### src/rtl/bit_vault_rf_if.sv
// Write, lock, clear and dual-read signals of the bit_vault_rf register file.
// The master drives requests and addresses. The slave returns status and read data.
interface bit_vault_rf_if #(
    parameter int DATA_W = 8,
    parameter int DEPTH  = 4
);
    localparam int AW = $clog2(DEPTH);

    logic              we;
    logic              lock;
    logic [AW-1:0]     waddr;
    logic [DATA_W-1:0] wdata;
    logic              clr_start;
    logic              busy;
    logic              wr_err;
    logic [AW-1:0]     raddr0;
    logic [AW-1:0]     raddr1;
    logic [DATA_W-1:0] rdata0;
    logic [DATA_W-1:0] rdata1;

    modport master (
        output we, lock, waddr, wdata, clr_start, raddr0, raddr1,
        input  busy, wr_err, rdata0, rdata1
    );

    modport slave (
        input  we, lock, waddr, wdata, clr_start, raddr0, raddr1,
        output busy, wr_err, rdata0, rdata1
    );
endinterface

### src/rtl/bit_vault_rf.sv
// DATA_W x DEPTH register file: one write port, two registered read ports, sticky per-entry locks,
// and a background clear of unlocked entries. Define BIT_VAULT_RF_BYPASS_EN for write-to-read forwarding.
module bit_vault_rf #(
    parameter int DATA_W = 8,
    parameter int DEPTH  = 4
) (
    input  logic          clk,
    input  logic          rst_n,
    bit_vault_rf_if.slave bus
);
    localparam int AW = $clog2(DEPTH);

    typedef enum logic {IDLE, CLEAR} state_t;

    state_t            state;
    logic [AW-1:0]     ptr;
    logic [DEPTH-1:0]  locked;
    logic [DATA_W-1:0] mem [DEPTH];
    logic              wr_ok;
    logic              clr_hit;

    // When DEPTH is not a power of two, some address codes name no entry.
    function automatic logic in_range(input logic [AW-1:0] a);
        return 32'(a) < DEPTH;
    endfunction

    assign wr_ok   = bus.we && in_range(bus.waddr) && !locked[bus.waddr] && (state == IDLE);
    assign clr_hit = (state == CLEAR) && !locked[ptr];
    assign bus.busy = (state == CLEAR);

    function automatic logic [DATA_W-1:0] read_port(input logic [AW-1:0] a);
        if (!in_range(a)) return '0;
`ifdef BIT_VAULT_RF_BYPASS_EN
        if (wr_ok && bus.waddr == a) return bus.wdata;
        if (clr_hit && ptr == a) return '0;
`endif
        return mem[a];
    endfunction

    always_ff @(posedge clk or negedge rst_n) begin
        if (!rst_n) begin
            state      <= IDLE;
            ptr        <= '0;
            locked     <= '0;
            bus.wr_err <= 1'b0;
            bus.rdata0 <= '0;
            bus.rdata1 <= '0;
            // NOTE: the storage is reset on purpose. Software relies on every entry reading 0 after rst_n.
            for (int i = 0; i < DEPTH; i++) mem[i] <= '0;
        end else begin
            bus.wr_err <= bus.we && !wr_ok;
            bus.rdata0 <= read_port(bus.raddr0);
            bus.rdata1 <= read_port(bus.raddr1);

            if (bus.lock && in_range(bus.waddr)) locked[bus.waddr] <= 1'b1;
            if (wr_ok) mem[bus.waddr] <= bus.wdata;
            if (clr_hit) mem[ptr] <= '0;

            case (state)
                IDLE: begin
                    if (bus.clr_start) begin
                        state <= CLEAR;
                        ptr   <= '0;
                    end
                end
                CLEAR: begin
                    if (ptr == AW'(DEPTH - 1)) begin
                        state <= IDLE;
                        ptr   <= '0;
                    end else begin
                        ptr <= ptr + 1'b1;
                    end
                end
                default: state <= IDLE;
            endcase
        end
    end
endmodule

### src/flat_wrapper.sv
// flat-port wrapper written by rule: the top's interface ports become plain ports
module bit_vault_rf_flat 
#(
    parameter int DATA_W = 8,
    parameter int DEPTH  = 4
)
  (clk, rst_n, bus_we, bus_lock, bus_waddr, bus_wdata, bus_clr_start, bus_raddr0, bus_raddr1, bus_busy, bus_wr_err, bus_rdata0, bus_rdata1);
  bit_vault_rf_if #(.DATA_W(DATA_W), .DEPTH(DEPTH)) bus_i ();
  input  logic clk;
  input  logic rst_n;
  input wire logic [$bits(bus_i.we)-1:0] bus_we;
  input wire logic [$bits(bus_i.lock)-1:0] bus_lock;
  input wire logic [$bits(bus_i.waddr)-1:0] bus_waddr;
  input wire logic [$bits(bus_i.wdata)-1:0] bus_wdata;
  input wire logic [$bits(bus_i.clr_start)-1:0] bus_clr_start;
  input wire logic [$bits(bus_i.raddr0)-1:0] bus_raddr0;
  input wire logic [$bits(bus_i.raddr1)-1:0] bus_raddr1;
  output wire logic [$bits(bus_i.busy)-1:0] bus_busy;
  output wire logic [$bits(bus_i.wr_err)-1:0] bus_wr_err;
  output wire logic [$bits(bus_i.rdata0)-1:0] bus_rdata0;
  output wire logic [$bits(bus_i.rdata1)-1:0] bus_rdata1;
  assign bus_i.we = bus_we;
  assign bus_i.lock = bus_lock;
  assign bus_i.waddr = bus_waddr;
  assign bus_i.wdata = bus_wdata;
  assign bus_i.clr_start = bus_clr_start;
  assign bus_i.raddr0 = bus_raddr0;
  assign bus_i.raddr1 = bus_raddr1;
  assign bus_busy = bus_i.busy;
  assign bus_wr_err = bus_i.wr_err;
  assign bus_rdata0 = bus_i.rdata0;
  assign bus_rdata1 = bus_i.rdata1;
  bit_vault_rf #(.DATA_W(DATA_W), .DEPTH(DEPTH)) u_core (.clk(clk), .rst_n(rst_n), .bus(bus_i));
endmodule
### config.mk
export PLATFORM = sky130hd
export DESIGN_NAME = bit_vault_rf_flat
export DESIGN_NICKNAME = d
export VERILOG_FILES = /design/src/rtl/bit_vault_rf_if.sv /design/src/rtl/bit_vault_rf.sv /design/src/flat_wrapper.sv
export SDC_FILE = /design/constraint.sdc
export NUM_CORES = 1
export LEC_CHECK = 0
export CORE_MARGIN = 1.5
export CORE_UTILIZATION = 40
export CTS_BUF_LIST = sky130_fd_sc_hd__clkbuf_16
export CTS_CLUSTER_SIZE = 16
export DETAILED_ROUTE_END_ITERATION = 16
export GPL_ROUTABILITY_DRIVEN = 1
export PLACE_DENSITY = 0.69
export SYNTH_ARGS = -nofsm -noshare
export SYNTH_HDL_FRONTEND = slang
export SYNTH_SLANG_ARGS = --single-unit
### constraint.sdc
create_clock -name clk -period 1.9 [get_ports clk]
set_input_delay 0.57 -clock clk [delete_from_list [all_inputs] [get_ports clk]]
set_output_delay 0.57 -clock clk [all_outputs]
set_load 0.1 [all_outputs]
==> results of run 1 <==
==> state kept, by name (all words and copies together) (netlist names) <==
| register | count |
|---|---|
| u_core.mem | 32 |
| u_core.bus.rdata1 | 8 |
| u_core.bus.wr_err | 1 |
| u_core.ptr | 2 |
| u_core.bus.busy | 1 |
| u_core.bus.rdata0 | 8 |
| u_core.locked | 4 |
==> cell usage in the layout, fill, tap and decap left out <==
cell             instances
nor2_1                   3
nand2_1                  6
nand3_1                 32
nor2b_1                  2
nor3b_2                  1
mux2i_1                  1
inv_1                    5
ha_1                     4
a21oi_2                  2
a21oi_1                 30
nor2_4                   4
clkdlybuf4s50_1         17
or2_2                    2
or3b_4                   1
bufinv_16                1
and3b_1                  1
nand2b_1                 2
o21ai_0                 31
o31a_1                   1
clkinv_4                 2
mux4_2                  17
nand3b_1                 1
buf_4                   10
nor3_1                   2
buf_2                    1
clkbuf_16                5
o21ai_1                  1
o31ai_1                  2
a31o_2                   4
dfrtp_1                 56
buf_12                  24
==> path summary, 6_finish.rpt <==
kind | slack (ns) | depth (start not counted) | to | start
max | 0.23 | 4 | u_core.mem[31]$_DFF_PN0_ | bus_we
min | 0.26 | 2 | u_core.bus.rdata1[4]$_DFF_PN0_ | rst_n
max reg2reg | 0.30 | 3 | u_core.mem[8]$_DFF_PN0_ | u_core.ptr[0]$_DFFE_PN0P_
min reg2reg | 0.51 | 1 | u_core.locked[2]$_DFFE_PN0P_ | u_core.locked[2]$_DFFE_PN0P_
max in group asynchronous | 1.38 | 2 | u_core.ptr[1]$_DFFE_PN0P_ | rst_n
min in group clk | 0.51 | 1 | u_core.locked[2]$_DFFE_PN0P_ | u_core.locked[2]$_DFFE_PN0P_
==> per-stage QoR <==
stage	total power, W	instance area (sq um)	worst slack, ns	utilization [%]	hold WS (ns)
detailed placement	0.00400	3400	-0.0774	53.3	0.499
global placement	0.00394	3400	-0.0493	53.3	0.508
CTS	0.00506	3580	0.236	56.0	0.283
global route	0.00526	3580	0.127	56.0	0.295
floorplan	0.00314	2660	0.0693	-	0.274
finish	0.00503	3580	0.226	56.0	0.260
==> power by group <==
group	internal (W)	switching, W
Combinational	0.000874	0.00127
Clock	0.000627	0.000438
Sequential	0.00152	0.000295
Total	0.00303	0.00200
==> logic make-up after synthesis <==
| kind of cell | count (synthesis) |
|---|---|
| flip-flops | 56 |
| multiplexers | 18 |
| AO/OA/AOI/OAI | 71 |
| adder cells (fa/ha/maj) | 4 |
| buffers and inverters | 21 |
| AND/OR/NAND/NOR | 57 |
==> layer usage <==
metal	vias up	wire (um)	track usage, %
li1	927	-	-
met1	1044	2480	25.4
met2	81	3380	32.5
met3	9	454	3.24
met4	0	129	8.94
met5	-	0	0
==> cell type report <==
class | instances | area share, %
timing repair buffer | 52 | 20.4
sequential | 56 | 39.2
clock buffer | 5 | 3.50
tap | 77 | 2.69
inverter | 5 | 0.525
clock inverter | 3 | 1.33
multi-input combinational | 150 | 32.3
==> results list, run 1 <==
* Post-synthesis cell type with the largest combined area: dfrtp_1
* TritonCTS clock tree: built
- The initial utilization of the core area, before any placement, comes to 41.6%.
* Synthesized-area fraction occupied by ao, oa, aoi and oai cells: 14.6%
- The most used flip-flop cell after synthesis is dfrtp_1.
- The die covers 7140 sq um.
* Max clock buf depth: 2
* Syn. warnings: 0
- On the critical path, the stage with the largest delay is an instance of clkdlybuf4s50_1.
- Summed over all layers, the global routing overflow is 0.
- Simple logic cell fraction of the synthesized area: 12.3%
* Worst path top cell family by delay: buffers and inverters
- Maximum capacitance violations: 0
- RSZ-0062 raised after global routing: false
- Number of cells in the finished layout apart from fillers: 348
* Mux contribution to synthesized area: 14.8%
- Synthesized area divided by synthesized cell count: 11.7 sq um
* Height of the chip: 84.5 um
* Largest net degree at the start of global routing: 57
- Counting flops with an async set or reset pin after synthesis yields a share of 100%.
* Detailed Route WL: 6.44 mm
- Most numerous cell types in the synthesized netlist: 56 x dfrtp_1, 32 x nand3_1, 31 x o21ai_0
- Wire length of the first global-routing pass: 10.7 mm
* Number of placed I/O pins: 37
- Type of the most critical hold path: in2async
- Site row count: 29
- The H-tree was split into 2 levels.
- Counting every net in the synthesized netlist gives 250.
- Die W: 84.5 um
- Kind of critical path: in2reg
* # Post-CTS Setup Buffers: 0
* Number of global-route vias before repair: 2,071
- EDFF count, synth: 0
- CTS saw 56 sinks.
* Fraction of final layout cells sized beyond drive strength 1: 27.3%
- Setup violations remaining at the end of the flow were counted as 0.
- Overall via count from detail_route: 2,061
- Number of max-slew violations in the final report: 0
- Share of the yosys chip area belonging to registers: 52.8%
- Number of diodes added for antenna fixing: 0
- Clock skew: 0.00486 ns
- Post-CTS Hold Buffers: 0
- Dominant combinational cell family by area after synthesis: multiplexers
- The number of buffers and inverters on the critical path is 1.
- The synthesized netlist devotes 1.89% of its cell area to adder and majority cells.
- Area share of the leading cell type in the synthesized netlist: 52.8%
* Number of antenna violations at the first check in global routing: 0
- In this run the static leakage power is 1.48 nW.
* Post-detail-place hpwl: 4.33 mm
- Maximum clock frequency: 0.598 GHz
- Count of cell types in the netlist: 30
- The smallest clock period supported by the final layout is computed as 1.67 ns.
* Final weighted congestion in routability-driven placement: 0.826
- Footprint of the multi-input gates: 1160 sq um
* Required @ worst endpoint: 2.08 ns
- The first detailed-routing pass ran for 4 iterations.
- In the post-synthesis netlist, the cell with the most instances is dfrtp_1.
- Clock-pin transition on the worst setup and hold timing paths: 0.07 ns
* Final TNS setup: 0 ns
* DRC violations left: 0
- At the pin with the least slew margin, the transition time is 0.372 ns.
- Number of nets at the end of the flow: 293
- The worst setup path is launched from a primary input.
- Once detail routing completed, the nets flagged for antenna violations numbered 0.
- After detailed routing, the average wire length per cell comes to 18.5 um.
- Using the TritonRoute via totals, the vias-per-cell ratio works out to 5.92.
- Synth top area cells: dfrtp_1 53%, mux4_2 14%, nand3_1 6.0%
- Measured against its own limit, the worst slew margin works out to 75.2%.
- Of the total synthesized cell area, the portion taken by XOR and XNOR cells is 0%.
- The cell sitting at the root of the clock tree is a clkbuf_16.
- Overall Global Routing Usage: 19.6%
* Number of buffer cells added on primary ports: 36
* Iteration-0 DRC count of the detailed router: 179
- In this run the power density over the cells is 1410 nW/um^2.
* TritonCTS Buffers: 5
* FILL cells: 542
- Area taken by flip-flops and latches: 1400 sq um
* Skew-Pair Late Insertion Delay: 0.29 ns
- Relative to the synthesized area, the layout overhead comes to 34.7%.
- The synthesized netlist occupies a cell area of 2660 sq um.
- The core region is 6390 sq um.
- Number of gates resized after cts: 0
* Worst vdd rail ir drop: 927 uV
* Fin. Hold Viols: 0
- The flow ran to the end, and the final reports show no timing, DRC or antenna violations.
- Cell breakdown of the critical path: clkdlybuf4s50_1 -> or3b_4 -> o21ai_0 -> a21oi_2
- Crit end category: flip-flop
- Counting every instance in the synthesized netlist gives 227.
- The worst path uses 88.1% of the clock period.
- Number of flip-flops and latches in the synthesized netlist: 56
* Arrival @ worst endpoint: 1.85 ns
- For this run, the slowest stage of the critical path takes 0.47 ns.
* Placed Cells: 340
- Crit path max fanout: 16
Note: power is estimated with default switching activity, not from simulation.
==> run 2, diff against run 1 <==
--- a/config.mk
+++ b/config.mk
@@ -5,6 +5,7 @@
 export SDC_FILE = /design/constraint.sdc
 export NUM_CORES = 1
 export LEC_CHECK = 0
+export CAP_MARGIN = 20
 export CORE_MARGIN = 1.5
 export CORE_UTILIZATION = 40
 export CTS_BUF_LIST = sky130_fd_sc_hd__clkbuf_16
==> results of run 2 <==
Same layout as run 1: the final DEF is identical, and so are final timing and power.
==> run 3, diff against run 2 <==
--- a/config.mk
+++ b/config.mk
@@ -12,7 +12,7 @@
 export CTS_CLUSTER_SIZE = 16
 export DETAILED_ROUTE_END_ITERATION = 16
 export GPL_ROUTABILITY_DRIVEN = 1
-export PLACE_DENSITY = 0.69
+export PLACE_DENSITY = 0.72
 export SYNTH_ARGS = -nofsm -noshare
 export SYNTH_HDL_FRONTEND = slang
 export SYNTH_SLANG_ARGS = --single-unit
==> constraint.sdc (replaced) <==
create_clock -name clk -period 1.4 [get_ports clk]
set_input_delay 0.42 -clock clk [delete_from_list [all_inputs] [get_ports clk]]
set_output_delay 0.42 -clock clk [all_outputs]
set_load 0.1 [all_outputs]
==> run 3 against run 2 <==
Effect of this change: the run now ends with hold timing, setup timing left; die area unchanged; count of clock-buffer cells in the layout unchanged; design area increased by 8.0%; critical path depth decreased by 2; global-route usage about the same; power increased by 37%; largest cell class unchanged; critical endpoint is now bus_busy; sequential share of layout area decreased by 2.8 points; setup slack got worse by 0.33 ns.
==> results list, run 3 (synthesized netlist as in run 1, its figures left out) <==
- Portion of total power attributed to sequential cells: 35.8% (-0.4 points)
* Stage delay of the slowest cell on the critical path: 0.50 ns (+0.03 ns)
* Switching fraction of total power: 40.3% (+0.46 points)
- The worst setup path is captured at an output pin.
* Worst vdd rail ir drop: 1510 uV (+63%)
* CTS H-tree lvls: 2 (unchanged)
- The share of total power in the clock network was 17.0% (-4.2 points).
- The buffer and inverter count on the worst path came to 2 (+1).
- The utilization after layout was 60.5% (+4.5 points).
- Most frequent cells in the layout: 55 x dfrtp_1, 31 x nand3_1, 27 x o21ai_1, 27 x buf_12, 24 x a21oi_2
* TritonCTS Buffers: 5 (unchanged)
- The clock tree skew after final layout was 0.00442 ns (-0.000443 ns).
* TritonCTS clock tree: built
- The routability-driven placement congestion ratio was 0.854 (+3.5%).
* Worst path top cell family by delay: flip-flops
* GRT met1 Usage: 27.4% (+2.0 points)
- The net total in the final layout was 310 (+5.8%).
- Final TNS setup: -2.90 ns (-2.90 ns)
- P per Cell Area: 1780 nW/um^2 (+27%)
- Global routing's busiest layer: met2
- Fraction of final layout cells sized beyond drive strength 1: 41.8% (+15 points)
* Maximum clock frequency: 0.667 GHz
- The worst register-to-register path begins at u_core.bus.busy$_DFF_PN0_.
* Result of the run: finished with violations
- The worst setup path is of the reg2out kind.
- The final antenna-violating net count was 0 (unchanged).
* Setup WS pre-CTS: -0.454 ns (-0.377 ns)
- Most common library cell in the layout ignoring fill and taps: dfrtp_1
- Die Footprint: 7140 sq um (unchanged)
- Critical R2R Capture: u_core.mem[31]$_DFF_PN0_
- WL per Instance: 18.7 um (+0.89%)
- The critical path arrival is 1.08 ns (-0.77 ns).
- Syn-to-layout area delta: 45.5%
- The combinational share of power is 47.2% (+4.6 points).
- Overall via count from detail_route: 2,112 (+2.5%)
- Detailed Route WL: 6.80 mm (+5.5%)
- The global router's overall resource usage was 19.6% (+0.041 points).
- The number of global-route vias before repair is 2,081 (+0.48%).
- Crit path max fanout: 4 (-12)
- Critical path startpoint category: flip-flop
* Clock-pin transition on the worst setup and hold timing paths: 0.07 ns (about the same)
* Wire length of the first global-routing pass: 10.8 mm (+1.4%)
- DRC violations left: 0 (unchanged)
- Number of buffer cells added on primary ports: 36 (unchanged)
- Endpoints failing setup: 33 (+33)
- Post-detail-place hpwl: 4.32 mm (-0.32%)
- The vias per cell is 5.80 (-2.0%).
* Register-to-Register Setup Slack: -0.1 ns (-0.40 ns)
* Height of the chip: 84.5 um (unchanged)
- Largest net degree at the start of global routing: 34 (-40%)
- The final worst slack was -0.0989 ns (-0.325 ns).
- Net switching power of the design: 0.00277 W (+38%)
* Min Hold Slack: -0.00115 ns (-0.261 ns)
- Largest Register: u_core.mem
* GRT met3 Usage: 3.83% (+0.59 points)
- The starting density of the core came to 41.6% (unchanged).
- GR Util met2: 31.4% (-1.1 points)
- The final reports fail on hold timing, setup timing.
- Critical path launch point: u_core.bus.busy$_DFF_PN0_
- Slew of the pin with the lowest slew margin: 0.422 ns (+0.0499 ns)
- Fin. Hold Viols: 4 (+4)
- The worst path in the final design needs a cycle of 1.50 ns, including I/O delays and setup.
- Setup repair after global routing could not meet its margin everywhere.
- The width of the die is 84.5 um (unchanged).
- The final-report max-slew violation count came to 0 (unchanged).
- The count of maximum capacitance violations came to 0 (unchanged).
- Cell breakdown of the critical path: buf_6 -> buf_12
* Number of placed I/O pins: 37 (unchanged)
- The number of buffers between clock root and the deepest sink came to 2 (unchanged).
* Slew Limit Headroom: 71.9% (-3.3 points)
- The multi-input logic area came to 1310 sq um (+13%).
- The count of antenna diodes in the layout is 0 (unchanged).
- The insertion delay to the later sink of the worst-skew pair is 0.29 ns (about the same).
- The static leakage power is 1.59 nW (+7.5%).
- Root buffer selected by CTS: clkbuf_16
* Iteration-0 DRC count of the detailed router: 204 (+14%)
- Number of antenna violations at the first check in global routing: 0 (unchanged)
- The largest registers in the layout are u_core.mem x32, u_core.bus.rdata0 x8, u_core.bus.rdata1 x8.
* Site row count: 29 (unchanged)
- Sink count of the clock tree: 56 (unchanged)
- Period Utilization, post-route: 107%
- Area taken by flip-flops and latches: 1410 sq um (+0.27%)
* Flip-flop count of the largest register, all copies and words added: 32 (unchanged)
- The leftover overflow at the end of global routing was 0 (unchanged).
- FILL cells: 493 (-9.0%)
- Placeable Area: 6390 sq um (unchanged)
- The number of buffers inserted for hold repair after clock tree synthesis came to 0 (unchanged).
- The slowest stage of the critical path is the dfrtp_4 cell.
- The iteration count of the initial detailed-routing pass came to 4 (unchanged).
- Worst-case reg-to-reg path depth: 4 (+1)
- The depth of the critical timing path with buffers and inverters included came to 2 (-2).
- The data required time of the critical path is 0.98 ns (-1.10 ns).
* Worst setup path endpoint: bus_busy
- The min-delay analysis places its worst path in the category in2async.
* Internal cell power: 0.00410 W (+36%)
run 3: worst min path at each step:
| stage | slack (ns) | from | endpoint |
|---|---|---|---|
| after floorplan | 0.12 | rst_n | u_core.bus.rdata0[0]$_DFF_PN0_ |
| after global placement | 0.31 | rst_n | u_core.mem[5]$_DFF_PN0_ |
| after detailed placement | 0.32 | rst_n | u_core.locked[1]$_DFFE_PN0P_ |
| after CTS | 0.006 | rst_n | u_core.locked[2]$_DFFE_PN0P_ |
| after global routing | 0.02 | rst_n | u_core.locked[2]$_DFFE_PN0P_ |
| final | -0.001 | rst_n | u_core.locked[2]$_DFFE_PN0P_ |
run 3: layout make-up:
type	count	share of cell area (%)
Clock buffer	5	3.24
Clock inverter	2	0.227
Inverter	5	0.486
Multi-Input combinational cell	151	33.9
Sequential cell	56	36.4
Tap cell	77	2.49
Timing Repair Buffer	68	23.3
run 3: what timing repair did:
item	CTS	global route
pin swaps	4	3
endpoints found under the hold margin	0	0
buffers inserted	4	1
endpoints found under the setup margin	50	33
gates cloned	0	2
gates resized for setup	25	34
run 3: power groups by stage:
stage                     sequential (W)  combinational, W  clock, W
final                            0.00246           0.00324   0.00117
after global routing             0.00252           0.00341   0.00124
after CTS                        0.00244           0.00308   0.00119
after detailed placement         0.00247           0.00300         0
after global placement           0.00244           0.00296         0
after floorplan                  0.00345          0.000860         0
run 3: metrics by stage:
stage          power [W]  area [sq um]  instances
5_1_grt          0.00717          3860        364
3_5_place_dp     0.00546          3480        350
3_3_place_gp     0.00540          3480        350
4_1_cts          0.00672          3730        361
2_1_floorplan    0.00431          2690        227
6_report         0.00688          3860        364
run 3: metal layers:
layer  wire (um)  vias to the layer above  part of all wire (%)
met5           0                        -                     0
met4         165                        0                   2.4
met3         403                       21                   5.9
met2        3420                       78                    50
met1        2810                     1055                    41
li1            -                      958                     -
